$ cat src/rtl/pwm_deadtime_interlock_pkg.sv
// Shared types and constants for the inverter gate dead-time interlock.
// Leg state enum, default dead time, counter width and leg indices.
package pwm_pkg;

  localparam int DT_CYC_DEF = 50;
  localparam int DT_W       = 8;

  localparam int LEG_I1_L = 0;
  localparam int LEG_I1_R = 1;
  localparam int LEG_I2_L = 2;
  localparam int LEG_I2_R = 3;

  typedef enum logic [1:0] {
    DEAD  = 2'd0,
    H_ON  = 2'd1,
    L_ON  = 2'd2,
    FAULT = 2'd3
  } leg_st_e;

endpackage

$ cat src/rtl/pwm_deadtime_interlock_dt_leg.sv
// One half-bridge leg: dead-time FSM, saturating counter, sticky fault.
// Ports: clk_i, rst_ni (sync, active-low), h_i/l_i commands, clr_ok_i,
// force_off_i; h_o/l_o gates, flag_o fault flag, flag_d_o next flag.
module dt_leg
  import pwm_pkg::*;
#(
  parameter int DT_CYC = DT_CYC_DEF,
  parameter int CNT_W  = DT_W
) (
  input  logic clk_i,
  input  logic rst_ni,
  input  logic h_i,
  input  logic l_i,
  input  logic clr_ok_i,
  input  logic force_off_i,
  output logic h_o,
  output logic l_o,
  output logic flag_o,
  output logic flag_d_o
);

  localparam logic [CNT_W-1:0] DT_MAX = CNT_W'(DT_CYC);

  leg_st_e          state_q, state_d;
  logic [CNT_W-1:0] cnt_q, cnt_d;
  logic             h_q, h_d;
  logic             l_q, l_d;
  logic             flag_q, flag_d;

  always_ff @(posedge clk_i) begin
    if (!rst_ni) begin
      state_q <= DEAD;
      cnt_q   <= '0;
      h_q     <= 1'b0;
      l_q     <= 1'b0;
      flag_q  <= 1'b0;
    end else begin
      state_q <= state_d;
      cnt_q   <= cnt_d;
      h_q     <= h_d;
      l_q     <= l_d;
      flag_q  <= flag_d;
    end
  end

  always_comb begin
    state_d = state_q;
    cnt_d   = cnt_q;
    h_d     = 1'b0;
    l_d     = 1'b0;
    flag_d  = flag_q;
    if (h_i && l_i) begin
      state_d = FAULT;
      cnt_d   = '0;
      flag_d  = 1'b1;
    end else if (state_q == FAULT) begin
      // leave only once every leg is idle and clear is asserted
      if (clr_ok_i) begin
        state_d = DEAD;
        cnt_d   = '0;
        flag_d  = 1'b0;
      end
    end else if (force_off_i) begin
      // another leg is faulted: park here with dead time restarted
      state_d = DEAD;
      cnt_d   = '0;
    end else begin
      case (state_q)
        DEAD: begin
          if (cnt_q != DT_MAX) begin
            cnt_d = cnt_q + 1'b1;
          end else if (h_i) begin
            state_d = H_ON;
            h_d     = 1'b1;
          end else if (l_i) begin
            state_d = L_ON;
            l_d     = 1'b1;
          end
        end
        H_ON: begin
          if (h_i) begin
            h_d = 1'b1;
          end else begin
            state_d = DEAD;
            cnt_d   = '0;
          end
        end
        L_ON: begin
          if (l_i) begin
            l_d = 1'b1;
          end else begin
            state_d = DEAD;
            cnt_d   = '0;
          end
        end
        default: begin
          state_d = DEAD;
          cnt_d   = '0;
        end
      endcase
    end
  end

  assign h_o      = h_q;
  assign l_o      = l_q;
  assign flag_o   = flag_q;
  assign flag_d_o = flag_d;

endmodule

$ cat src/rtl/pwm_deadtime_interlock.sv
// Dead-time inserter and shoot-through interlock for 10 gate commands.
// Ports: CLK_50M, Rst_n, 10 *_In commands, Fault_clr; 10 *_Gt, Fault_n, Fault_leg.
module pwm_deadtime_interlock #(
  parameter int DT_CYC = pwm_pkg::DT_CYC_DEF,
  parameter int DT_W   = pwm_pkg::DT_W
) (
  input  logic       CLK_50M,
  input  logic       Rst_n,
  input  logic       R_LH_In,
  input  logic       R_RH_In,
  input  logic       I1_LH_In,
  input  logic       I1_LL_In,
  input  logic       I1_RH_In,
  input  logic       I1_RL_In,
  input  logic       I2_LH_In,
  input  logic       I2_LL_In,
  input  logic       I2_RH_In,
  input  logic       I2_RL_In,
  input  logic       Fault_clr,
  output logic       R_LH_Gt,
  output logic       R_RH_Gt,
  output logic       I1_LH_Gt,
  output logic       I1_LL_Gt,
  output logic       I1_RH_Gt,
  output logic       I1_RL_Gt,
  output logic       I2_LH_Gt,
  output logic       I2_LL_Gt,
  output logic       I2_RH_Gt,
  output logic       I2_RL_Gt,
  output logic       Fault_n,
  output logic [3:0] Fault_leg
);

  import pwm_pkg::*;

  logic [3:0] h_in, l_in;
  logic [3:0] h_gt, l_gt;
  logic [3:0] flag, flag_nx;
  logic       clr_ok;
  logic       force_off;
  logic       r_lh_q, r_rh_q;
  logic       fault_n_q;

  assign h_in[LEG_I1_L] = I1_LH_In;
  assign l_in[LEG_I1_L] = I1_LL_In;
  assign h_in[LEG_I1_R] = I1_RH_In;
  assign l_in[LEG_I1_R] = I1_RL_In;
  assign h_in[LEG_I2_L] = I2_LH_In;
  assign l_in[LEG_I2_L] = I2_LL_In;
  assign h_in[LEG_I2_R] = I2_RH_In;
  assign l_in[LEG_I2_R] = I2_RL_In;

  // clearing is only honoured once no leg command is active
  assign clr_ok    = Fault_clr & ~|{h_in, l_in};
  // next-state flags so a new fault blanks every gate on the same edge
  assign force_off = |flag_nx;

  for (genvar g = 0; g < 4; g++) begin : g_leg
    dt_leg #(
      .DT_CYC (DT_CYC),
      .CNT_W  (DT_W)
    ) u_leg (
      .clk_i       (CLK_50M),
      .rst_ni      (Rst_n),
      .h_i         (h_in[g]),
      .l_i         (l_in[g]),
      .clr_ok_i    (clr_ok),
      .force_off_i (force_off),
      .h_o         (h_gt[g]),
      .l_o         (l_gt[g]),
      .flag_o      (flag[g]),
      .flag_d_o    (flag_nx[g])
    );
  end

  always_ff @(posedge CLK_50M) begin
    if (!Rst_n) begin
      r_lh_q    <= 1'b0;
      r_rh_q    <= 1'b0;
      fault_n_q <= 1'b1;
    end else begin
      r_lh_q    <= R_LH_In & ~force_off;
      r_rh_q    <= R_RH_In & ~force_off;
      fault_n_q <= ~force_off;
    end
  end

  assign R_LH_Gt   = r_lh_q;
  assign R_RH_Gt   = r_rh_q;
  assign I1_LH_Gt  = h_gt[LEG_I1_L];
  assign I1_LL_Gt  = l_gt[LEG_I1_L];
  assign I1_RH_Gt  = h_gt[LEG_I1_R];
  assign I1_RL_Gt  = l_gt[LEG_I1_R];
  assign I2_LH_Gt  = h_gt[LEG_I2_L];
  assign I2_LL_Gt  = l_gt[LEG_I2_L];
  assign I2_RH_Gt  = h_gt[LEG_I2_R];
  assign I2_RL_Gt  = l_gt[LEG_I2_R];
  assign Fault_n   = fault_n_q;
  assign Fault_leg = flag;

endmodule

$ cat config.mk
export PLATFORM = sky130hd
export DESIGN_NAME = pwm_deadtime_interlock
export DESIGN_NICKNAME = d
export VERILOG_FILES = /design/src/rtl/pwm_deadtime_interlock_pkg.sv /design/src/rtl/pwm_deadtime_interlock_dt_leg.sv /design/src/rtl/pwm_deadtime_interlock.sv
export SDC_FILE = /design/constraint.sdc
export NUM_CORES = 1
export LEC_CHECK = 0
export ABC_CLOCK_PERIOD_IN_PS = 4000
export BUFFER_PORTS_ARGS = -buffer_cell sky130_fd_sc_hd__buf_2
export CAP_MARGIN = 20
export CORE_ASPECT_RATIO = 2
export CORE_MARGIN = 2
export CORE_UTILIZATION = 40
export CTS_CLUSTER_SIZE = 28
export DETAILED_ROUTE_END_ITERATION = 7
export PLACE_DENSITY = 0.54
export SLEW_MARGIN = 20
export SYNTH_ARGS = -nofsm -noshare
export SYNTH_HDL_FRONTEND = slang
export SYNTH_SLANG_ARGS = --single-unit
$ cat constraint.sdc
create_clock -name CLK_50M -period 4 [get_ports CLK_50M]
set_input_delay 0.6 -clock CLK_50M [delete_from_list [all_inputs] [get_ports CLK_50M]]
set_output_delay 0.6 -clock CLK_50M [all_outputs]
set_load 0.05 [all_outputs]
# After elaboration in Yosys (flattened, before gate mapping)
# Cells that the tools add are included.
dict set report op_classes {
  addsub 4
  n_eq_ne 52
  mux 102
  n_bitwise 5
  n_reduce_logical 27
}
# cell n
set op_table {}
lappend op_table {{8-bit 2-to-1 mux} 21}
lappend op_table {{8-bit case mux with 3 select lines} 4}
lappend op_table {{2-bit 2-to-1 mux} 33}
lappend op_table {{5-bit by 3-bit inequality test with 1-bit output, second input constant} 12}
lappend op_table {{8-bit by 1-bit adder with 8-bit output, second input constant} 4}
lappend op_table {{1-bit 2-to-1 mux} 32}
lappend op_table {{4-bit by 3-bit inequality test with 1-bit output, second input constant} 8}
lappend op_table {{8-bit by 6-bit inequality test with 1-bit output, second input constant} 4}
lappend op_table {{7-bit OR reduction} 4}
lappend op_table {{6-bit by 4-bit inequality test with 1-bit output, second input constant} 4}
lappend op_table {{2-bit case mux with 3 select lines} 4}
lappend op_table {{5-bit AND reduction} 4}
lappend op_table {{2-bit == test, second input constant} 8}
lappend op_table {{4-bit by 2-bit inequality test with 1-bit output, second input constant} 4}
lappend op_table {{1-bit case mux with 2 select lines} 8}
lappend op_table {{4-bit AND reduction} 4}
lappend op_table {{3-bit by 2-bit inequality test with 1-bit output, second input constant} 4}
lappend op_table {{2-bit by 1-bit == test with 1-bit output, second input constant} 4}
lappend op_table {{2-bit logical NOT} 4}
lappend op_table {{2-bit inequality test, second input constant} 4}
lappend op_table {{2-bit OR reduction} 4}
lappend op_table {{8-bit OR reduction} 1}
lappend op_table {{1-bit logical AND} 4}
lappend op_table {{4-bit OR reduction} 1}
lappend op_table {{other kinds (3)} 6}
dict set report totals {
  ff_bits 55
  in_bits 13
  output_inout_bits 15
  elab_cells 213
}

# Depth between registers and ports, before layout
# Gate-level depths: netlist (run 1).
dict set report logic_depth {
  word_depth 10
  ltp_mapped 9
  depth_no_buf 9
}

# Hierarchy
# From an unflattened synthesis (run 1), not the netlist that was laid out.
dict set report unflattened {
  hier_cells 415
  hier_area_um2 3442.1
}
# mod n_inst cells_per_inst area_each_um2 seq_area_each_um2
set by_module_without_submodules {}
lappend by_module_without_submodules {dt_leg 4 101 832.0 260.2}
lappend by_module_without_submodules {pwm_deadtime_interlock 1 11 113.9 60.1}

# Least setup slack after synthesis (run 1)
# No wires, ideal clock.
dict set report synth_path {
  path_kind {in2reg}
  startpoint {in I1_LH_In}
  endpoint {reg g_leg[2].u_leg.cnt_q[6]}
  setup_ns 0.123
  arrival_time_ns 2.669
  setup_slack_ns 1.208
  stages 8
  n_path_buf 1
  path_cell_list {buf_2 > or3b_2 > o41ai_2 > o211ai_1 > o31ai_2 > a211oi_2 > nand2_1 > mux2_1}
}
dict set report synth_via {
  elab_chain_cells 9
}
# item line_no
set synth_rtl {}
lappend synth_rtl {{from (decl)} pwm_deadtime_interlock.sv:11} ;# input logic I1_LH_In,
lappend synth_rtl {{8-bit OR reduction} pwm_deadtime_interlock.sv:54} ;# assign clr_ok = Fault_clr & ~|{h_in, l_in};
lappend synth_rtl {{1-bit logical NOT} pwm_deadtime_interlock.sv:54}
lappend synth_rtl {{1-bit bitwise AND} pwm_deadtime_interlock.sv:54}
lappend synth_rtl {{1-bit 2-to-1 mux} pwm_deadtime_interlock_dt_leg.sv:58} ;# if (clr_ok_i) begin
lappend synth_rtl {{1-bit 2-to-1 mux} pwm_deadtime_interlock_dt_leg.sv:56} ;# end else if (state_q == FAULT) begin
lappend synth_rtl {{1-bit 2-to-1 mux} pwm_deadtime_interlock_dt_leg.sv:52} ;# if (h_i && l_i) begin
lappend synth_rtl {{4-bit OR reduction} pwm_deadtime_interlock.sv:56} ;# assign force_off = |flag_nx;
lappend synth_rtl {{4-bit by 2-bit inequality test with 1-bit output (no line) (tied with other cells)} n/a}
lappend synth_rtl {{4-bit AND reduction (no line) or 8-bit 2-to-1 mux (tied branches)} n/a}
lappend synth_rtl {{to (signal assigned)} pwm_deadtime_interlock_dt_leg.sv:39} ;# cnt_q <= cnt_d;
lappend synth_rtl {{to (decl)} pwm_deadtime_interlock_dt_leg.sv:25} ;# logic [CNT_W-1:0] cnt_q, cnt_d;
# Parallel ways exist; a longest one is shown, timed or not.
# A chain may end at the register's enable or synchronous reset.

# Final worst setup path (run 1)
dict set report layout_path {
  startpoint {reg g_leg[3].u_leg.state_q[0]}
  endpoint {reg g_leg[2].u_leg.cnt_q[6]}
}
dict set report layout_via {
  elab_chain_cells 6
}
# item line_no
set layout_rtl {}
lappend layout_rtl {{from (decl)} pwm_deadtime_interlock_dt_leg.sv:24} ;# leg_st_e state_q, state_d;
lappend layout_rtl {{from (signal assigned)} pwm_deadtime_interlock_dt_leg.sv:38} ;# state_q <= state_d;
lappend layout_rtl {{2-bit == test *} pwm_deadtime_interlock_dt_leg.sv:56}
lappend layout_rtl {{1-bit 2-to-1 mux *} pwm_deadtime_interlock_dt_leg.sv:56}
lappend layout_rtl {{1-bit 2-to-1 mux *} pwm_deadtime_interlock_dt_leg.sv:52}
lappend layout_rtl {{4-bit OR reduction *} pwm_deadtime_interlock.sv:56}
lappend layout_rtl {{4-bit by 2-bit inequality test with 1-bit output (no line) (tied with other cells)} n/a}
lappend layout_rtl {{4-bit AND reduction (no line) or 8-bit 2-to-1 mux (tied branches)} n/a}
# Mark *: on every way between the ends. The rest lies on a longest branch, timed or not.

==> flow_summary.yaml, run 1 <==
setup_path:
  critPathMaxStageDelay_ns: 0.68
  crit_family: "compound AO/OA/AOI/OAI gates"
  path_class: "register to register"
  path_max_fanout: 16
  cp_cell_sequence: "a21boi_0 -> a2111oi_0 -> o211ai_1 -> o31ai_2 -> a211oi_2 -> nand2_1 -> mux2_1"
  cp_data_arrival_time_ns: 3.47
  worst_setup_path_start_kind: "register"
  cp.required_ns: 4.18
  critPathBufInv: 0
  slowest_stage: "a2111oi_0"
  crit_path_end_kind: "register"
grt:
  first_global_vias: 2750
  grt_max_degree: 28
  grt_pass1_wl_mm: 11.94
  antenna_found_initial: 0
  overflow: 0
  grt_use_total_pct: 17.56
power_and_ir_drop:
  p_sw_share_pct: 25.18
  clkPwrFrac_pct: 39.3
  power.density_mw_per_mm2: 331.8
  comb_power_share_pct: 9.4
  power_frac_seq_pct: 51.3
  p_sw_uw: 280.7
  power.internal_uw: 834.4
  vdd_drop_max_mv: 0.2023
  power.leakage_uw: 0.001244
floorplan:
  initial_core_util_pct: 40.85
  die-width_um: 65.84
  dieArea_mm2: 0.008406
  core_mm2: 0.007488
  ios: 28
  rows: 45
  die_y_um: 127.7
clocking:
  root_buffer: "clkbuf_16"
  cts_setup_buffers: 0
  cts_tree: "done"
  numCtsBuffers: 5
  htree_levels: 2
  cts_resized: 0
  numClockSinks: 55
  clock_latency_ns: 0.29
  cts_buffer_depth: 2
  holdBufCountCts: 0
  clkTransAtPathRegs_ns: 0.07
placed_design:
  hpwlAfterDp_mm: 5.021
  finalWeightedCongestion: 0.8401
  pre_cts_ws_ns: 0.6072
  portBuffers: 27
synth:
  synth_seq_cells: 55
  ys_types: 65
  synth_edf_count: 0
  seq_area_frac_synth_pct: 35.99
  synthCells: 387
  syn-cell-area_mm2: 0.003059
  async_flop_share_pct: 0
  yosys.area.top_type: "dfxtp_1"
  synth_top_area_share_pct: 35.99
  avgSynthCellArea_um2: 7.905
  syn-num-nets: 408
  ys.flop_type: "dfxtp_1"
  yosys_warnings: 0
  synthTopCellsByArea: "dfxtp_1, nand2_1, nor2_1"
run_status:
  status: "completed"
detailed_routing:
  routed_wl_mm: 6.883
  drc: 0
  antenna_left: 0
  routedWlPerCell_um: 13.88
  drt_iter0_drc: 210
  first_pass_iters: 4
  viasPerCell: 5.681
  vias: 2818
sta:
  tns_ns: 0
  setup_viol: 0
  drv_slew: 0
  max_freq_ghz: 0.3032
  fin_crit_sh_pct: 82.45
  hold_violations: 0
  relSlewSlack_pct: 32.47
  timing.final.ws_setup_ns: 0.7019
  grt_setup_unrepaired: "false"
  fin_crit_ns: 3.298
  worst_pin_slew_ns: 1.008
  fin_worst_skew_ns: 0.005397
final_layout:
  fin_nets: 423
  utilization_pct: 44.88
  insertedDiodeCount: 0
  layout_common_cells: "dfxtp_1, nand2_1, nor2_1"
  final_common_cell: "dfxtp_1"
  syn_to_final_growth_pct: 9.857
  fillers: 762
  drive_gt1_share_pct: 13.18
hold_path:
  hold_class: "register to register"
run:
  cap_violations: 0
[per-stage QoR]
stage                     area (µm²)  std cells  total power [µW]  hold WS [ns]
after floorplan                 3059        387             661.9        0.4543
after global placement          3217        489             687.1        0.4766
after detailed placement        3217        489             688.2        0.4851
after CTS                       3361        496              1126        0.4964
after global routing            3361        496              1161        0.5154
final                           3361        496              1115        0.4918
[worst paths after layout]
kind                             start                      end  slack [ns]  cells past startpoint
max          g_leg[3].u_leg.state_q[0]  g_leg[2].u_leg.cnt_q[6]        0.70                      7
min            g_leg[3].u_leg.cnt_q[7]  g_leg[3].u_leg.cnt_q[7]        0.49                      2
max reg2reg  g_leg[3].u_leg.state_q[0]  g_leg[2].u_leg.cnt_q[6]        0.70                      7
min reg2reg    g_leg[3].u_leg.cnt_q[7]  g_leg[3].u_leg.cnt_q[7]        0.49                      2
[power groups by stage]
stage | logic [µW] | registers [µW] | clock network, µW
2_1_floorplan | 82.9 | 579 | 0
3_3_place_gp | 103 | 584 | 0
3_5_place_dp | 104 | 584 | 0
4_1_cts | 105 | 571 | 450
5_1_grt | 115 | 573 | 472
6_report | 105 | 572 | 439
[registers in the layout, indices dropped and copies added (netlist names)]
register,count
Fault_n,1
g_leg.u_leg.cnt_q,32
R_LH_Gt,1
g_leg.u_leg.flag_o,4
g_leg.u_leg.state_q,8
g_leg.u_leg.l_o,4
R_RH_Gt,1
g_leg.u_leg.h_o,4
[synthesized netlist by cell type (all sizes together) (4+ instances only)]
library cell	number
inv	11
dfxtp	55
nor2b	5
o21a	4
nand3	20
clkbuf	11
and2	6
nor4	13
and3	12
nor2	44
a21o	6
xnor2	4
a21boi	7
ha	8
nand2	44
nor3	14
buf	9
o21ai	25
a21oi	27
o211ai	6
or3	5
[final cells by class]
class	count	area (µm²)	area share (%)
multi-input cells	301	1814	53.98
repair buffers	28	142.6	4.244
inverters	11	41.29	1.229
flip-flops and latches	55	1101	32.76
clock buffers	6	138.9	4.133
clock inverters	1	5.005	0.1489
well taps	94	117.6	3.500
[kinds of logic (layout without fill, tap and decap cells)]
| family | after synthesis | count (layout) | share of synthesized area [%] |
|---|---|---|---|
| buffers and inverters | 31 | 46 | 4.704 |
| AOI/OAI and AO/OA | 102 | 102 | 22.21 |
| DFF | 55 | 55 | 35.99 |
| muxes | 2 | 2 | 0.6953 |
| and+or+nand+nor | 182 | 182 | 31.13 |
| adders and majority gates | 8 | 8 | 3.272 |
| xor gates and xnor gates | 7 | 7 | 2.004 |
[worst min-delay path, stage by stage, from the launching register on]
cell and delay [ns]:
dfxtp_1 0.32, o21ai_0 0.07, a21oi_1 0.06
[per-layer routing]
layer / vias up / global-route usage [%] / wire length [µm]
met2: 76 / 29.41 / 3334
met1: 1316 / 21.97 / 3170
met5: - / 0 / 0
met4: 0 / 7.230 / 56
li1: 1424 / - / -
met3: 2 / 2.809 / 322
Note: power is estimated with default switching activity, not from simulation.
==> run 2, diff against run 1 <==
--- a/config.mk
+++ b/config.mk
@@ -5,7 +5,7 @@
 export SDC_FILE = /design/constraint.sdc
 export NUM_CORES = 1
 export LEC_CHECK = 0
-export ABC_CLOCK_PERIOD_IN_PS = 4000
+export ABC_CLOCK_PERIOD_IN_PS = 2710
 export BUFFER_PORTS_ARGS = -buffer_cell sky130_fd_sc_hd__buf_2
 export CAP_MARGIN = 20
 export CORE_ASPECT_RATIO = 2
@@ -13,7 +13,7 @@
 export CORE_UTILIZATION = 40
 export CTS_CLUSTER_SIZE = 28
 export DETAILED_ROUTE_END_ITERATION = 7
-export PLACE_DENSITY = 0.54
+export PLACE_DENSITY = 0.57
 export SLEW_MARGIN = 20
 export SYNTH_ARGS = -nofsm -noshare
 export SYNTH_HDL_FRONTEND = slang
==> constraint.sdc (replaced) <==
create_clock -name CLK_50M -period 2.71 [get_ports CLK_50M]
set_input_delay 0.4065 -clock CLK_50M [delete_from_list [all_inputs] [get_ports CLK_50M]]
set_output_delay 0.4065 -clock CLK_50M [all_outputs]
set_load 0.05 [all_outputs]
==> run 2 against run 1 <==
Compared with the run above: non-clock buffer count is 41 higher; routed wire length is 7.7% higher; first-iteration DRC count grew 14%; hold slack worse by 0.15 ns; count of clock-buffer cells in the layout did not move; critical path depth up 1; design area increased by 10%; flip-flop and latch count is the same; via count is 5.0% higher; core utilization rose by 4.5 points; sequential power grew 45%; register-to-register slack lost 0.50 ns; largest power group unchanged.
==> flow_summary.yaml, run 2 (synthesis results as in run 1) <==
run_status:
  status: "completed"
setup_path:
  critPathBufInv: 1
  timing.rr.end: "g_leg[2].u_leg.cnt_q[6]"
  crit_path_end_kind: "register"
  cp_cell_sequence: "buf_2 -> or4_4 -> o41ai_2 -> o211ai_1 -> o31ai_2 -> a211oi_2 -> nand2_1 -> mux2_1"
  path_class: "primary input to register"
  timing.rr.start: "g_leg[1].u_leg.state_q[1]"
  worstSetupEndpoint: "g_leg[2].u_leg.cnt_q[6]"
  path_max_fanout: 5
  cp.required_ns: 2.89
  crit_path_start: "I1_RL_In"
  crit_family: "compound AO/OA/AOI/OAI gates"
  crit_cells: 8
  rrSetupSlack_ns: 0.20
  cp_data_arrival_time_ns: 2.72
  worst_setup_path_start_kind: "primary input"
  slowest_stage: "or4_4"
  critPathMaxStageDelay_ns: 0.54
  r2r_cells: 7
placed_design:
  dpl_cell_area_mm2: 0.003525
  pre_cts_ws_ns: -0.1253
  finalWeightedCongestion: 0.9105
  hpwlAfterDp_mm: 5.522
  portBuffers: 27
sta:
  relSlewSlack_pct: 69.11
  timing.final.ws_setup_ns: 0.1726
  worst_pin_slew_ns: 0.4591
  fin_crit_ns: 2.537
  fin_worst_skew_ns: 0.003039
  max_freq_ghz: 0.3941
  hold_violations: 0
  setup_viol: 0
  drv_slew: 0
  tns_ns: 0
  fin_crit_sh_pct: 93.63
  grt_setup_unrepaired: "false"
final_layout:
  layout_common_cells: "dfxtp_1, nand2_1, nor2_1"
  drive_gt1_share_pct: 21.40
  utilization_pct: 49.39
  top_regs: "g_leg.u_leg.cnt_q (32), g_leg.u_leg.state_q (8)"
  fin_nets: 464
  insertedDiodeCount: 0
  final_common_cell: "dfxtp_1"
  regMostFlops: "g_leg.u_leg.cnt_q"
  final_cell_area_mm2: 0.003699
  largest_reg_flops: 32
  syn_to_final_growth_pct: 20.90
power_and_ir_drop:
  clkPwrFrac_pct: 42.1
  power.internal_uw: 1360
  p_sw_share_pct: 24.13
  vdd_drop_max_mv: 0.3916
  power_frac_seq_pct: 46.3
  power.leakage_uw: 0.001463
  p_sw_uw: 432.7
  fin_total_pwr_uw: 1793
  power.density_mw_per_mm2: 484.8
  comb_power_share_pct: 11.6
floorplan:
  core_mm2: 0.007488
  initial_core_util_pct: 40.85
  ios: 28
  dieArea_mm2: 0.008406
  die-width_um: 65.84
  die_y_um: 127.7
  rows: 45
clocking:
  root_buffer: "clkbuf_16"
  cts_buffer_depth: 2
  holdBufCountCts: 0
  cts_setup_buffers: 0
  numClockSinks: 55
  htree_levels: 2
  cts_tree: "done"
  clock_latency_ns: 0.29
  clkTransAtPathRegs_ns: 0.07
  numCtsBuffers: 5
  cts_resized: 0
detailed_routing:
  antenna_left: 0
  vias: 2958
  routedWlPerCell_um: 13.77
  drt_iter0_drc: 239
  routed_wl_mm: 7.410
  viasPerCell: 5.498
  drc: 0
  first_pass_iters: 4
grt:
  grt_max_degree: 28
  grt_use_total_pct: 18.57
  overflow: 0
  first_global_vias: 2818
  antenna_found_initial: 0
  grt_pass1_wl_mm: 12.66
run:
  cap_violations: 0
hold_path:
  hold_class: "primary input to register"
==> run 2: cell types whose count changed in the layout (fill, tap and decap cells not counted), sizes merged <==
cell    delta
bufinv     +1
buf       +41
==> run 2: per-stage QoR <==
step / hold WS, ns / instances
CTS: 0.3348 / 538
global placement: 0.4739 / 530
floorplan: 0.4543 / 387
global route: 0.3482 / 538
detailed placement: 0.4846 / 530
finish: 0.3398 / 538
==> run 2: final cells by class <==
class	count	area (µm²)
Multi-Input combinational cell	301	1814
Sequential cell	55	1101
Tap cell	94	117.6
Fill cell	728	3790
Clock inverter	2	35.03
Clock buffer	6	138.9
Timing Repair Buffer	69	450.4
Inverter	11	41.29
==> run 2: worst min path at each step <==
stage / start / end / slack [ns] / cells after the start
3_5_place_dp: g_leg[3].u_leg.cnt_q[7] / g_leg[3].u_leg.cnt_q[7] / 0.48 / 2
2_1_floorplan: g_leg[3].u_leg.cnt_q[7] / g_leg[3].u_leg.cnt_q[7] / 0.45 / 2
3_3_place_gp: g_leg[2].u_leg.cnt_q[7] / g_leg[2].u_leg.cnt_q[7] / 0.47 / 2
6_report: R_LH_In / R_LH_Gt / 0.34 / 2
5_1_grt: R_LH_In / R_LH_Gt / 0.35 / 2
4_1_cts: R_LH_In / R_LH_Gt / 0.33 / 2
==> run 2: power groups by stage <==
stage | Combinational (µW) | Sequential [µW] | Clock [µW]
final | 208 | 830 | 755
after global routing | 228 | 832 | 805
after CTS | 207 | 830 | 781
after detailed placement | 206 | 849 | 0
after global placement | 205 | 849 | 0
after floorplan | 122 | 855 | 0
==> run 2: layer usage <==
layer  GRT usage, %  wire length (µm)  vias to the layer above
li1               -                 -                     1505
met1          23.54              3365                     1385
met2          30.78              3615                       58
met3          3.161               285                       10
met4          7.353               143                        0
met5              0                 0                        -
==> run 2: worst register-to-register path: cells and delay by family (launching register included) <==
family,cells,cell delay [ns]
multiplexers,1,0.32
AND/OR/NAND/NOR,2,0.61
AO/OA/AOI/OAI,4,1.14
flip-flops,1,0.34
==> run 3, diff against run 2 <==
--- a/config.mk
+++ b/config.mk
@@ -14,6 +14,7 @@
 export CTS_CLUSTER_SIZE = 28
 export DETAILED_ROUTE_END_ITERATION = 7
 export PLACE_DENSITY = 0.57
+export RECOVER_POWER = 50
 export SLEW_MARGIN = 20
 export SYNTH_ARGS = -nofsm -noshare
 export SYNTH_HDL_FRONTEND = slang
==> run 3 against run 2 <==
Compared with the run above: non-clock buffer count stayed put; register-to-register slack hardly changed; flip-flop and latch count is the same; die area stayed put; count of clock-buffer cells in the layout unchanged; largest cell class unchanged.
==> flow_summary.yaml, run 3 (synthesis results as in run 1) <==
clocking:
  cts_setup_buffers: 0
  cts_buffer_depth: 2
  holdBufCountCts: 0
  numClockSinks: 55
  clkTransAtPathRegs_ns: 0.07
  cts_tree: "done"
  htree_levels: 2
  cts_resized: 0
  numCtsBuffers: 5
  clock_latency_ns: 0.29
  root_buffer: "clkbuf_16"
floorplan:
  core_mm2: 0.007488
  initial_core_util_pct: 40.85
  ios: 28
  dieArea_mm2: 0.008406
  die-width_um: 65.84
  rows: 45
  die_y_um: 127.7
placed_design:
  pre_cts_ws_ns: -0.1253
  portBuffers: 27
  hpwlAfterDp_mm: 5.522
  dpl_cell_area_mm2: 0.003525
  finalWeightedCongestion: 0.9105
sta:
  tns_ns: 0
  max_freq_ghz: 0.3956
  setup_viol: 0
  grt_setup_unrepaired: "false"
  worst_pin_slew_ns: 0.5967
  fin_worst_skew_ns: 0.003130
  fin_crit_ns: 2.528
  timing.final.ws_setup_ns: 0.1821
  drv_slew: 0
  relSlewSlack_pct: 60.39
  hold_violations: 0
  fin_crit_sh_pct: 93.28
power_and_ir_drop:
  comb_power_share_pct: 11.5
  power.internal_uw: 1358
  clkPwrFrac_pct: 42.2
  power_frac_seq_pct: 46.3
  vdd_drop_max_mv: 0.3945
  power.density_mw_per_mm2: 489.1
  p_sw_uw: 433.9
  p_sw_share_pct: 24.22
  fin_total_pwr_uw: 1792
  power.leakage_uw: 0.001387
final_layout:
  insertedDiodeCount: 0
  largest_reg_flops: 32
  layout_common_cells: "dfxtp_1, nand2_1, nor2_1"
  fin_nets: 464
  drive_gt1_share_pct: 16.89
  syn_to_final_growth_pct: 19.75
  fillers: 734
  final_cell_area_mm2: 0.003664
  top_regs: "g_leg.u_leg.cnt_q (32), g_leg.u_leg.state_q (8)"
  final_common_cell: "dfxtp_1"
  regMostFlops: "g_leg.u_leg.cnt_q"
setup_path:
  cp_data_arrival_time_ns: 2.76
  crit_path_start: "I1_RL_In"
  worst_setup_path_start_kind: "primary input"
  timing.rr.start: "g_leg[1].u_leg.state_q[1]"
  cp.required_ns: 2.94
  path_class: "primary input to register"
  path_max_fanout: 6
  crit_path_end_kind: "register"
grt:
  grt_use_total_pct: 18.57
  grt.busiest_layer: "met2"
  grt_max_degree: 28
  antenna_found_initial: 0
  use_met1_pct: 23.54
  first_global_vias: 2818
  grt_pass1_wl_mm: 12.66
  global_route.usage.met3_pct: 3.161
  overflow: 0
  grt.met2_usage_pct: 30.78
detailed_routing:
  viasPerCell: 5.489
  vias: 2953
  antenna_left: 0
  drt_iter0_drc: 236
  routedWlPerCell_um: 13.78
  drc: 0
  routed_wl_mm: 7.411
  first_pass_iters: 4
run:
  cap_violations: 0
run_status:
  status: "completed"
hold_path:
  hold_class: "primary input to register"
  min_from: "R_LH_In"
## run 3: power groups by stage
stage,combinational [µW],clock [µW],sequential [µW]
after floorplan,122,0,855
after global placement,205,0,849
after detailed placement,206,0,849
after CTS,207,781,830
after global routing,225,805,832
final,206,756,830
## run 3: cell type report
class | count | area (µm²) | area share, %
Clock buffer | 6 | 138.9 | 3.791
Clock inverter | 2 | 35.03 | 0.9563
Inverter | 11 | 41.29 | 1.127
Multi-Input combinational cell | 301 | 1810 | 49.42
Sequential cell | 55 | 1101 | 30.05
Tap cell | 94 | 117.6 | 3.210
Timing Repair Buffer | 69 | 419.2 | 11.44
## run 3: through the flow
stage / utilization, % / instances / hold WS (ns)
floorplan: - / 387 / 0.4543
global placement: 47.07 / 530 / 0.4739
detailed placement: 47.07 / 530 / 0.4846
global route: 48.92 / 538 / 0.3482
CTS: 49.39 / 538 / 0.3348
finish: 48.92 / 538 / 0.3396
## run 3: final timing paths
check	to	slack (ns)	depth (start not counted)
worst max-delay path	g_leg[2].u_leg.cnt_q[3]	0.18	9
worst min-delay path	R_LH_Gt	0.34	2
worst min register to register	g_leg[2].u_leg.cnt_q[7]	0.50	2
worst max register to register	g_leg[2].u_leg.cnt_q[6]	0.20	7
## run 3: layer usage
layer / up-vias / wire, µm
met1: 1383 / 3395
li1: 1507 / -
met4: 0 / 143
met3: 10 / 272
met5: - / 0
met2: 53 / 3600
## run 3: worst max-delay path, cell delays in order
cell and delay (ns):
clkbuf_1 0.09, or4_4 0.54, clkbuf_1 0.16, or4_1 0.56, nand3_2 0.13, o31ai_2 0.10
a21o_1 0.26, or3_1 0.36, a21oi_1 0.15
